--- src/rtl/fb_pkg.sv ---
// Shared framebuffer definitions: geometry, request payload and read-owner tags.
// Imported by the arbiter, its request interface and the (x, y) mapper.
package fb_pkg;

  localparam int FB_WIDTH  = 1024;
  localparam int FB_HEIGHT = 512;
  localparam int WORD_W    = 16;
  localparam int ADDR_W    = 10;
  localparam int X_W       = 10;
  localparam int Y_W       = 9;

  // One framebuffer access as presented to the BRAM port.
  typedef struct packed {
    logic              we;
    logic [X_W-1:0]    x;
    logic [Y_W-1:0]    y;
    logic [WORD_W-1:0] wdata;
    logic [WORD_W-1:0] wmask;
  } fb_req_t;

  // Which requester owns the read currently in flight to the BRAM.
  typedef enum logic [1:0] {
    OWN_NONE = 2'd0,
    OWN_SCAN = 2'd1,
    OWN_HOST = 2'd2
  } fb_owner_e;

  // y[8:7] selects one of four banks; encoded one-hot.
  function automatic logic [3:0] fb_bank_onehot(input logic [1:0] sel);
    return 4'b0001 << sel;
  endfunction

endpackage

--- src/rtl/fb_access_arbiter_if.sv ---
// Requester-side bus of the framebuffer arbiter: scanout read port and host
// read/write port.
//
// Handshake rules:
//   scan: scan_req is a level; each cycle it is high with scan_gnt high one word
//         is accepted. A cycle with scan_req high and scan_gnt low is dropped,
//         not queued; the scanout side re-presents it.
//   host: valid/ready. host_valid, once raised, is held with a stable payload
//         (host_we/x/y/wdata/wmask) until a cycle where host_ready is high; that
//         cycle is the transfer. host_ready may be high only when host_valid is.
//   read return: scan_rvalid/host_rvalid pulse one cycle per accepted read, two
//         cycles after the accepting cycle, in acceptance order; rdata is only
//         meaningful (and otherwise zero) while the matching rvalid is high.
interface fb_access_arbiter_if;
  import fb_pkg::*;

  logic              scan_req;
  logic [X_W-1:0]    scan_x;
  logic [Y_W-1:0]    scan_y;
  logic              scan_gnt;
  logic              scan_rvalid;
  logic [WORD_W-1:0] scan_rdata;

  logic              host_valid;
  logic              host_ready;
  logic              host_we;
  logic [X_W-1:0]    host_x;
  logic [Y_W-1:0]    host_y;
  logic [WORD_W-1:0] host_wdata;
  logic [WORD_W-1:0] host_wmask;
  logic              host_rvalid;
  logic [WORD_W-1:0] host_rdata;

  // Requester side (scanout pipeline and host/draw engine).
  modport master (
    output scan_req, scan_x, scan_y,
    input  scan_gnt, scan_rvalid, scan_rdata,
    output host_valid, host_we, host_x, host_y, host_wdata, host_wmask,
    input  host_ready, host_rvalid, host_rdata
  );

  // Arbiter side.
  modport slave (
    input  scan_req, scan_x, scan_y,
    output scan_gnt, scan_rvalid, scan_rdata,
    input  host_valid, host_we, host_x, host_y, host_wdata, host_wmask,
    output host_ready, host_rvalid, host_rdata
  );

endinterface

--- src/rtl/fb_xy_map.sv ---
// Pure combinational pixel (x, y) to BRAM location mapping for the 1bpp
// 1024x512 framebuffer: bank from y[8:7] (one-hot), block from y[6:4],
// word address {y[3:0], x[9:4]}. x[3:0] selects a pixel inside the word and
// does not affect the location.
module fb_xy_map
  import fb_pkg::*;
(
  input  logic [X_W-1:0]    x_i,
  input  logic [Y_W-1:0]    y_i,
  output logic [3:0]        bank_o,
  output logic [2:0]        block_o,
  output logic [ADDR_W-1:0] addr_o
);

  logic unused_x_lsb;

  assign bank_o       = fb_bank_onehot(y_i[8:7]);
  assign block_o      = y_i[6:4];
  assign addr_o       = {y_i[3:0], x_i[9:4]};
  assign unused_x_lsb = ^x_i[3:0];

endmodule

--- src/rtl/fb_access_arbiter.sv ---
// Framebuffer BRAM port arbiter between display scanout (priority reads) and
// the host/draw engine (reads and masked writes). Grants are decided
// combinationally, the BRAM port is driven from registers one cycle later, and
// read data is steered back to its owner two cycles after the grant.
// The host is forced through after STARVE_LIMIT consecutive denials.
// Optional build macro FB_ARB_STATS_EN adds saturating grant/conflict counters.
module fb_access_arbiter
  import fb_pkg::*;
#(
  parameter int STARVE_LIMIT = 8,
  parameter int CNT_W        = 16
)(
  input  logic                clk,
  input  logic                rst,
  fb_access_arbiter_if.slave  req_if,
  output logic [3:0]          bram_bank,
  output logic [2:0]          bram_block,
  output logic [ADDR_W-1:0]   bram_addr,
  output logic                bram_en,
  output logic                bram_we,
  output logic [WORD_W-1:0]   bram_wdata,
  output logic [WORD_W-1:0]   bram_wmask,
  input  logic [WORD_W-1:0]   bram_rdata,
`ifdef FB_ARB_STATS_EN
  input  logic                stat_clr,
  output logic [CNT_W-1:0]    stat_scan_cnt,
  output logic [CNT_W-1:0]    stat_host_cnt,
  output logic [CNT_W-1:0]    stat_conflict_cnt,
`endif
  output fb_owner_e           dbg_owner
);

  localparam int STARVE_W = $clog2(STARVE_LIMIT + 1);
  localparam logic [STARVE_W-1:0] STARVE_MAX = STARVE_W'(STARVE_LIMIT);

  logic [STARVE_W-1:0] starve_q, starve_d;
  logic                host_force;
  logic                scan_gnt;
  logic                host_gnt;
  fb_req_t             sel_req;

  logic [3:0]          map_bank;
  logic [2:0]          map_block;
  logic [ADDR_W-1:0]   map_addr;

  logic [3:0]          bank_q;
  logic [2:0]          block_q;
  logic [ADDR_W-1:0]   addr_q;
  logic                en_q;
  logic                we_q;
  logic [WORD_W-1:0]   wdata_q;
  logic [WORD_W-1:0]   wmask_q;
  fb_owner_e           owner_q;
  logic                scan_rvalid_q;
  logic                host_rvalid_q;

  // Scanout wins unless the host has waited STARVE_LIMIT cycles in a row.
  assign host_force = req_if.host_valid && (starve_q == STARVE_MAX);
  assign scan_gnt   = req_if.scan_req && !host_force;
  assign host_gnt   = req_if.host_valid && !scan_gnt;

  // Host denial counter: counts consecutive denied cycles, clears otherwise.
  always_comb begin
    starve_d = '0;
    if (req_if.host_valid && !host_gnt) begin
      starve_d = (starve_q == STARVE_MAX) ? starve_q : starve_q + STARVE_W'(1);
    end
  end

  // Starvation counter register.
  always_ff @(posedge clk or posedge rst) begin
    if (rst) starve_q <= '0;
    else     starve_q <= starve_d;
  end

  // Payload of whichever requester is granted (scan payload when none is).
  always_comb begin
    sel_req.we    = 1'b0;
    sel_req.x     = req_if.scan_x;
    sel_req.y     = req_if.scan_y;
    sel_req.wdata = '0;
    sel_req.wmask = '0;
    if (host_gnt) begin
      sel_req.we    = req_if.host_we;
      sel_req.x     = req_if.host_x;
      sel_req.y     = req_if.host_y;
      sel_req.wdata = req_if.host_wdata;
      sel_req.wmask = req_if.host_wmask;
    end
  end

  fb_xy_map u_xy_map (
    .x_i     (sel_req.x),
    .y_i     (sel_req.y),
    .bank_o  (map_bank),
    .block_o (map_block),
    .addr_o  (map_addr)
  );

  // Issue stage and read-owner tag machine: registers the granted access onto
  // the BRAM port, tags reads with their owner, and one cycle later turns the
  // tag into the owner's rvalid pulse. Reset drops any read still in flight.
  always_ff @(posedge clk or posedge rst) begin
    if (rst) begin
      bank_q        <= 4'b0001;
      block_q       <= '0;
      addr_q        <= '0;
      en_q          <= 1'b0;
      we_q          <= 1'b0;
      wdata_q       <= '0;
      wmask_q       <= '0;
      owner_q       <= OWN_NONE;
      scan_rvalid_q <= 1'b0;
      host_rvalid_q <= 1'b0;
    end else begin
      scan_rvalid_q <= (owner_q == OWN_SCAN);
      host_rvalid_q <= (owner_q == OWN_HOST);
      if (scan_gnt || host_gnt) begin
        bank_q  <= map_bank;
        block_q <= map_block;
        addr_q  <= map_addr;
        en_q    <= 1'b1;
        we_q    <= sel_req.we;
        wdata_q <= sel_req.wdata;
        wmask_q <= sel_req.wmask;
        if (sel_req.we)    owner_q <= OWN_NONE;
        else if (host_gnt) owner_q <= OWN_HOST;
        else               owner_q <= OWN_SCAN;
      end else begin
        en_q    <= 1'b0;
        we_q    <= 1'b0;
        owner_q <= OWN_NONE;
      end
    end
  end

  assign req_if.scan_gnt    = scan_gnt;
  assign req_if.host_ready  = host_gnt;
  assign req_if.scan_rvalid = scan_rvalid_q;
  assign req_if.host_rvalid = host_rvalid_q;
  // The BRAM output register supplies the data; it is steered to its owner
  // and zero elsewhere so a word never appears on the other requester's bus.
  assign req_if.scan_rdata  = scan_rvalid_q ? bram_rdata : '0;
  assign req_if.host_rdata  = host_rvalid_q ? bram_rdata : '0;

  assign bram_bank  = bank_q;
  assign bram_block = block_q;
  assign bram_addr  = addr_q;
  assign bram_en    = en_q;
  assign bram_we    = we_q;
  assign bram_wdata = wdata_q;
  assign bram_wmask = wmask_q;
  assign dbg_owner  = owner_q;

`ifdef FB_ARB_STATS_EN
  logic [CNT_W-1:0] scan_cnt_q;
  logic [CNT_W-1:0] host_cnt_q;
  logic [CNT_W-1:0] conflict_cnt_q;

  // Saturating usage counters with synchronous clear.
  always_ff @(posedge clk or posedge rst) begin
    if (rst) begin
      scan_cnt_q     <= '0;
      host_cnt_q     <= '0;
      conflict_cnt_q <= '0;
    end else if (stat_clr) begin
      scan_cnt_q     <= '0;
      host_cnt_q     <= '0;
      conflict_cnt_q <= '0;
    end else begin
      if (scan_gnt && (scan_cnt_q != '1)) scan_cnt_q <= scan_cnt_q + CNT_W'(1);
      if (host_gnt && (host_cnt_q != '1)) host_cnt_q <= host_cnt_q + CNT_W'(1);
      if (req_if.scan_req && req_if.host_valid && (conflict_cnt_q != '1))
        conflict_cnt_q <= conflict_cnt_q + CNT_W'(1);
    end
  end

  assign stat_scan_cnt     = scan_cnt_q;
  assign stat_host_cnt     = host_cnt_q;
  assign stat_conflict_cnt = conflict_cnt_q;
`endif

endmodule

--- src/flat_wrapper.sv ---
// flat-port wrapper written by rule: the top's interface ports become plain ports
module fb_access_arbiter_flat import fb_pkg::*;
#(
  parameter int STARVE_LIMIT = 8,
  parameter int CNT_W        = 16
)
  (clk, rst, bram_bank, bram_block, bram_addr, bram_en, bram_we, bram_wdata, bram_wmask, bram_rdata, dbg_owner, req_if_scan_req, req_if_scan_x, req_if_scan_y, req_if_scan_gnt, req_if_scan_rvalid, req_if_scan_rdata, req_if_host_valid, req_if_host_we, req_if_host_x, req_if_host_y, req_if_host_wdata, req_if_host_wmask, req_if_host_ready, req_if_host_rvalid, req_if_host_rdata);
  fb_access_arbiter_if req_if_i ();
  input  logic clk;
  input  logic rst;
  output logic [3:0] bram_bank;
  output logic [2:0] bram_block;
  output logic [ADDR_W-1:0] bram_addr;
  output logic bram_en;
  output logic bram_we;
  output logic [WORD_W-1:0] bram_wdata;
  output logic [WORD_W-1:0] bram_wmask;
  input  logic [WORD_W-1:0] bram_rdata;
  output fb_owner_e dbg_owner;
  input wire logic [$bits(req_if_i.scan_req)-1:0] req_if_scan_req;
  input wire logic [$bits(req_if_i.scan_x)-1:0] req_if_scan_x;
  input wire logic [$bits(req_if_i.scan_y)-1:0] req_if_scan_y;
  output wire logic [$bits(req_if_i.scan_gnt)-1:0] req_if_scan_gnt;
  output wire logic [$bits(req_if_i.scan_rvalid)-1:0] req_if_scan_rvalid;
  output wire logic [$bits(req_if_i.scan_rdata)-1:0] req_if_scan_rdata;
  input wire logic [$bits(req_if_i.host_valid)-1:0] req_if_host_valid;
  input wire logic [$bits(req_if_i.host_we)-1:0] req_if_host_we;
  input wire logic [$bits(req_if_i.host_x)-1:0] req_if_host_x;
  input wire logic [$bits(req_if_i.host_y)-1:0] req_if_host_y;
  input wire logic [$bits(req_if_i.host_wdata)-1:0] req_if_host_wdata;
  input wire logic [$bits(req_if_i.host_wmask)-1:0] req_if_host_wmask;
  output wire logic [$bits(req_if_i.host_ready)-1:0] req_if_host_ready;
  output wire logic [$bits(req_if_i.host_rvalid)-1:0] req_if_host_rvalid;
  output wire logic [$bits(req_if_i.host_rdata)-1:0] req_if_host_rdata;
  assign req_if_i.scan_req = req_if_scan_req;
  assign req_if_i.scan_x = req_if_scan_x;
  assign req_if_i.scan_y = req_if_scan_y;
  assign req_if_scan_gnt = req_if_i.scan_gnt;
  assign req_if_scan_rvalid = req_if_i.scan_rvalid;
  assign req_if_scan_rdata = req_if_i.scan_rdata;
  assign req_if_i.host_valid = req_if_host_valid;
  assign req_if_i.host_we = req_if_host_we;
  assign req_if_i.host_x = req_if_host_x;
  assign req_if_i.host_y = req_if_host_y;
  assign req_if_i.host_wdata = req_if_host_wdata;
  assign req_if_i.host_wmask = req_if_host_wmask;
  assign req_if_host_ready = req_if_i.host_ready;
  assign req_if_host_rvalid = req_if_i.host_rvalid;
  assign req_if_host_rdata = req_if_i.host_rdata;
  fb_access_arbiter #(.STARVE_LIMIT(STARVE_LIMIT), .CNT_W(CNT_W)) u_core (.clk(clk), .rst(rst), .req_if(req_if_i), .bram_bank(bram_bank), .bram_block(bram_block), .bram_addr(bram_addr), .bram_en(bram_en), .bram_we(bram_we), .bram_wdata(bram_wdata), .bram_wmask(bram_wmask), .bram_rdata(bram_rdata), .dbg_owner(dbg_owner));
endmodule
--- config.mk ---
export PLATFORM = sky130hd
export DESIGN_NAME = fb_access_arbiter_flat
export DESIGN_NICKNAME = d
export VERILOG_FILES = /design/src/rtl/fb_pkg.sv /design/src/rtl/fb_access_arbiter_if.sv /design/src/rtl/fb_xy_map.sv /design/src/rtl/fb_access_arbiter.sv /design/src/flat_wrapper.sv
export SDC_FILE = /design/constraint.sdc
export NUM_CORES = 1
export LEC_CHECK = 0
export ABC_AREA = 1
export ABC_CLOCK_PERIOD_IN_PS = 2900
export CORE_MARGIN = 5
export CORE_UTILIZATION = 25
export DETAILED_ROUTE_END_ITERATION = 6
export PLACE_DENSITY_LB_ADDON = 0.12
export REMOVE_ABC_BUFFERS = 1
export SLEW_MARGIN = 20
export SYNTH_ARGS = -nofsm -noshare
export SYNTH_HDL_FRONTEND = slang
export SYNTH_SLANG_ARGS = --single-unit
--- constraint.sdc ---
create_clock -name clk -period 2.9 [get_ports clk]
set_input_delay 0.58 -clock clk [delete_from_list [all_inputs] [get_ports clk]]
set_output_delay 0.58 -clock clk [all_outputs]
set_load 0.1 [all_outputs]
Word-level counts from Yosys, hierarchy flattened:

Index checks and enable logic that the tools add are counted.

* register bits: 59
* bits of input ports: 91
* output and inout bits: 89
* word-level logic and storage cells: 35

* add/sub/neg operators: 1
* eq/ne operators: 4
* shift-type cells: 1
* muxes and demuxes: 10
* reductions and logical operators: 8

Operator list (number)
* 52-bit 2-to-1 mux: 1
* 16-bit 2-to-1 mux: 2
* 4-bit 2-to-1 mux: 2
* 2-bit 2-to-1 mux: 3
* 4-bit by 1-bit adder with 4-bit output (second input constant): 1
* 4-bit == test (second input constant): 1
* 1-bit logical AND: 4
* 1-bit by 2-bit << shifter with 4-bit output (first input constant): 1
* 1-bit logical NOT: 3
* 2-bit by 1-bit == test with 1-bit output (second input constant): 1
* 2-bit == test (second input constant): 1
* 1-bit 2-to-1 mux: 2
* 2-bit != test (second input constant): 1
* 1-bit logical OR: 1

Longest topological paths before layout:

* depth in word-level cells: 9
* mapped depth: 11
* mapped depth without buffers: 11

Hierarchy:

From an unflattened synthesis, not the netlist that was laid out.

* cells, all modules: 403
* area, all modules: 2956.6 µm²

Modules (own cells, without submodules)
* fb_access_arbiter: instances 1, cells each 383, area an instance 2832.7 µm², sequential area each 1477.7 µm²
* fb_xy_map: instances 1, cells each 20, area an instance 123.9 µm², sequential area each 0.0 µm²

Least setup slack after synthesis:

Ideal clock, no wire load.

* path type: register to output
* from: reg u_core.host_rvalid_q (netlist: u_core.req_if.host_rvalid)
* to: out req_if_host_rdata[10]
* arrival: 2133 ps
* data required time: 2320 ps
* slack: 187 ps
* stages on the path, launching flop included: 5
* buffers on the path: 2
* path through: dfrtp_1 > clkbuf_1 > clkbuf_1 > nand2_1 > inv_1

* longest elaborated chain between the ends: 1

RTL lines
* start, declared: RTL line fb_access_arbiter.sv:55 `logic host_rvalid_q;`
* start signal, assigned: RTL line fb_access_arbiter.sv:117 `host_rvalid_q <= (owner_q == OWN_HOST);`
* 16-bit 2-to-1 mux: RTL line fb_access_arbiter.sv:144 `assign req_if.host_rdata = host_rvalid_q ? bram_rdata : '0;`
* end, declared: RTL line flat_wrapper.sv:34 `output wire logic [$bits(req_if_i.host_rdata)-1:0] req_if_host_rdata;`

No other way between the ends.

Final worst setup path:

* from: in req_if_host_valid
* to: out req_if_host_ready

* longest elaborated chain between the ends: 5

RTL lines
* start, declared: RTL line flat_wrapper.sv:26 `input wire logic [$bits(req_if_i.host_valid)-1:0] req_if_host_valid;`
* 1-bit logical AND: RTL line fb_access_arbiter.sv:58 `assign host_force = req_if.host_valid && (starve_q == STARVE_MAX);`
* 1-bit logical NOT: RTL line fb_access_arbiter.sv:59 `assign scan_gnt = req_if.scan_req && !host_force;`
* 1-bit logical AND: RTL line fb_access_arbiter.sv:59
* 1-bit logical NOT: RTL line fb_access_arbiter.sv:60 `assign host_gnt = req_if.host_valid && !scan_gnt;`
* 1-bit logical AND *: RTL line fb_access_arbiter.sv:60
* end, declared: RTL line flat_wrapper.sv:32 `output wire logic [$bits(req_if_i.host_ready)-1:0] req_if_host_ready;`

Mark *: on every way between the ends. The rest lies on a longest branch, timed or not.

==> qor.txt <==
DRT Wirelength -> 8870 um
Root Driver -> clkbuf_8
WP data arrival -> 1.66 ns
Yosys warns -> 0
Vias in the first global route -> 2,524
Die Ht -> 112 um
Total gr overflow -> 0
Horiz. Die Dim -> 112 um
Routed len/inst -> 14.9 um
Distinct cell type count after synthesis -> 19
Clock group share of total power -> 33.2%
Worst setup path class -> in -> out
MaxCap Viol Count -> 0
Sink Count -> 59
Fin Setup TNS -> 0 ns
Final hold vios -> 0
Global-route wire length before repair -> 14,000 um
Hold Crit Class -> reg -> reg
Worst VDD drop -> 246 uV
Placer Congestion -> 0.781
Crit start category -> input port
First-pass detailed-route iteration total -> 4
Critical-path cell list -> clkdlybuf4s50_1 > nand2_1 > inv_2 > nand2_4 > nand2_8 > nand2_8 > inv_6 > buf_12
NetSw -> 1050 uW
Most common cell on crit path -> nand2_8
Total Power -> 2800 uW
Slew @ Worst Pin -> 0.588 ns
Port bufs -> 171
Initial Utilization -> 25.5%
Final setup vio count -> 0
Via-to-Cell Ratio -> 4.17
Final max-slew violation count -> 0
RSZ-0062 raised after global routing -> false
Switching Share -> 37.4%
Area Overhead vs Synth -> 88.0%
Final Critical Period -> 2.24 ns
P_int -> 1750 uW
Synth Area per Inst -> 9.29 um^2
ANT cells -> 0
Skew-Pair Late Insertion Delay -> 0.33 ns
Fmax -> 447 MHz
Hpwl dp -> 6870 um
Worst Skew -> 0.00802 ns
Setup crit end kind -> output pin
Logic pwr share -> 34.2%
Die area -> 0.0126 mm^2
Crit-path slowest cell -> clkdlybuf4s50_1
# hold bufs at CTS -> 0
Core box area -> 0.0103 mm^2
Setup Buffers After CTS -> 0
Share of cells above drive strength 1 -> 26.1%
Initial antenna violation count -> 0
Longest Clk Path Bufs -> 2
CTS clock-pin slew for the worst setup and hold paths -> 0.07 ns
Period utilisation layout -> 77.2%
1st-iter DRT viols -> 154
H-tree levels -> 3
Worst path max stage delay -> 0.47 ns
Critical Path RT -> 2.32 ns
Status -> complete, no violations
Largest net degree at the start of global routing -> 46
Area share of the largest cell type after synthesis -> 55.4%
CTS tree -> built
Minimum hold slack -> 0.458 ns
Antenna-violating nets left -> 0
Post-Syn Area -> 0.00262 mm^2
Largest cells by area after synthesis -> dfrtp_1, nand2_1, a22o_1
Area leader, netlist -> dfrtp_1
Sequential area share after synthesis -> 56.4%
Pleak -> 0.00257 uW
Slew margin rel. -> 60.7%
Sequential share of power -> 32.6%
Post_cts resized -> 0
Inserted Clock Buffers -> 9
Flops & latches, synth -> 59
Syn Inst Count -> 282
# IOs -> 180
Std-Cell Rows -> 37
Post-layout nets -> 547
Via count -> 2,480
Crit path max fanout -> 7
Residual DRC count -> 0
PD cells -> 569 mW/mm^2
Total GRT Usage -> 13.8%
==> metal layers <==
| metal | share of wire [%] | global-route usage (%) | vias up |
|---|---|---|---|
| met4 | 0.92 | 4.33 | 0 |
| met5 | 0 | 0 | - |
| li1 | - | - | 1228 |
| met2 | 46 | 21.5 | 104 |
| met3 | 7.1 | 3.34 | 6 |
| met1 | 46 | 19.0 | 1142 |
==> placed cells by master (no fill, tap or decap), types with 2 or more instances in the layout <==
cell             instances
nand2_1                 89
clkdlybuf4s50_1         82
buf_4                   58
dfrtp_1                 58
inv_1                   43
buf_12                  36
a22o_1                  32
nand3_1                 21
clkbuf_8                10
nor2_1                   9
inv_2                    4
bufinv_16                3
nand2_8                  2
inv_6                    2
ha_1                     2
==> critical path: cells and delay by family <==
kind                   cells  cell delay (ns)
buffers and inverters      4             0.75
and+or+nand+nor            4             0.30
==> flip-flops by register name, summed over array words and instances, names as in the netlist <==
signal                     cells
u_core.bram_addr              10
u_core.bram_bank               4
u_core.bram_block              3
u_core.bram_en                 1
u_core.bram_wdata             16
u_core.bram_we                 1
u_core.bram_wmask             16
u_core.dbg_owner               2
u_core.req_if.host_rvalid      1
u_core.req_if.scan_rvalid      1
u_core.starve_q                4
==> worst paths after layout <==
path	start	to	slack, ns	depth (start not counted)
setup / recovery	req_if_host_valid	req_if_host_ready	0.66	8
hold / removal	u_core.dbg_owner[1]	u_core.req_if.scan_rvalid	0.46	1
setup reg to reg	u_core.starve_q[0]	u_core.bram_wdata[10]	1.16	10
hold reg to reg	u_core.dbg_owner[1]	u_core.req_if.scan_rvalid	0.46	1
max in group asynchronous	rst	u_core.bram_bank[0]	1.58	3
min in group asynchronous	rst	u_core.bram_wmask[11]	0.64	2
==> synthesized netlist by cell type, drive strengths merged <==
cell type / n
a22o: 32
buf: 7
clkbuf: 8
dfrtp: 58
dfstp: 1
ha: 2
inv: 48
nand2: 92
nand3: 21
nand3b: 1
nor2: 10
xnor2: 1
xor2: 1
==> metrics by stage <==
stage | utilization, % | cell area [um^2] | std cells | setup WS, ns
6_report | 47.9 | 4920 | 595 | 0.662
5_1_grt | 47.9 | 4920 | 595 | 0.614
4_1_cts | 47.9 | 4920 | 595 | 0.639
3_5_place_dp | 45.5 | 4680 | 579 | 0.641
3_3_place_gp | 45.5 | 4680 | 579 | 0.649
2_1_floorplan | - | 2520 | 267 | 0.462
==> power groups by stage <==
stage / sequential [uW] / combinational (uW) / clock [uW]
finish: 913 / 957 / 930
global route: 921 / 993 / 992
CTS: 913 / 967 / 958
detailed placement: 927 / 966 / 0
global placement: 927 / 961 / 0
floorplan: 1310 / 236 / 0
==> kinds of logic (layout without fill, tap and decap cells) <==
family / after synthesis / count (layout) / synth area share (%)
buffers and inverters: 63 / 240 / 10.7
AOI/OAI and AO/OA: 32 / 32 / 10.7
xor gates and xnor gates: 2 / 2 / 0.669
adders and majority gates: 2 / 2 / 0.955
and+or+nand+nor: 124 / 124 / 20.5
DFF: 59 / 59 / 56.4
==> layout make-up <==
cell class              instances  area (um^2)
well taps                     136          170
fillers                      1001         5350
clock buffers                  10          138
flip-flops and latches         59         1480
inverters                      48          185
repair buffers                176         1980
clock inverters                 6          111
multi-input cells             160          866
(Power assumes the default switching activity.)
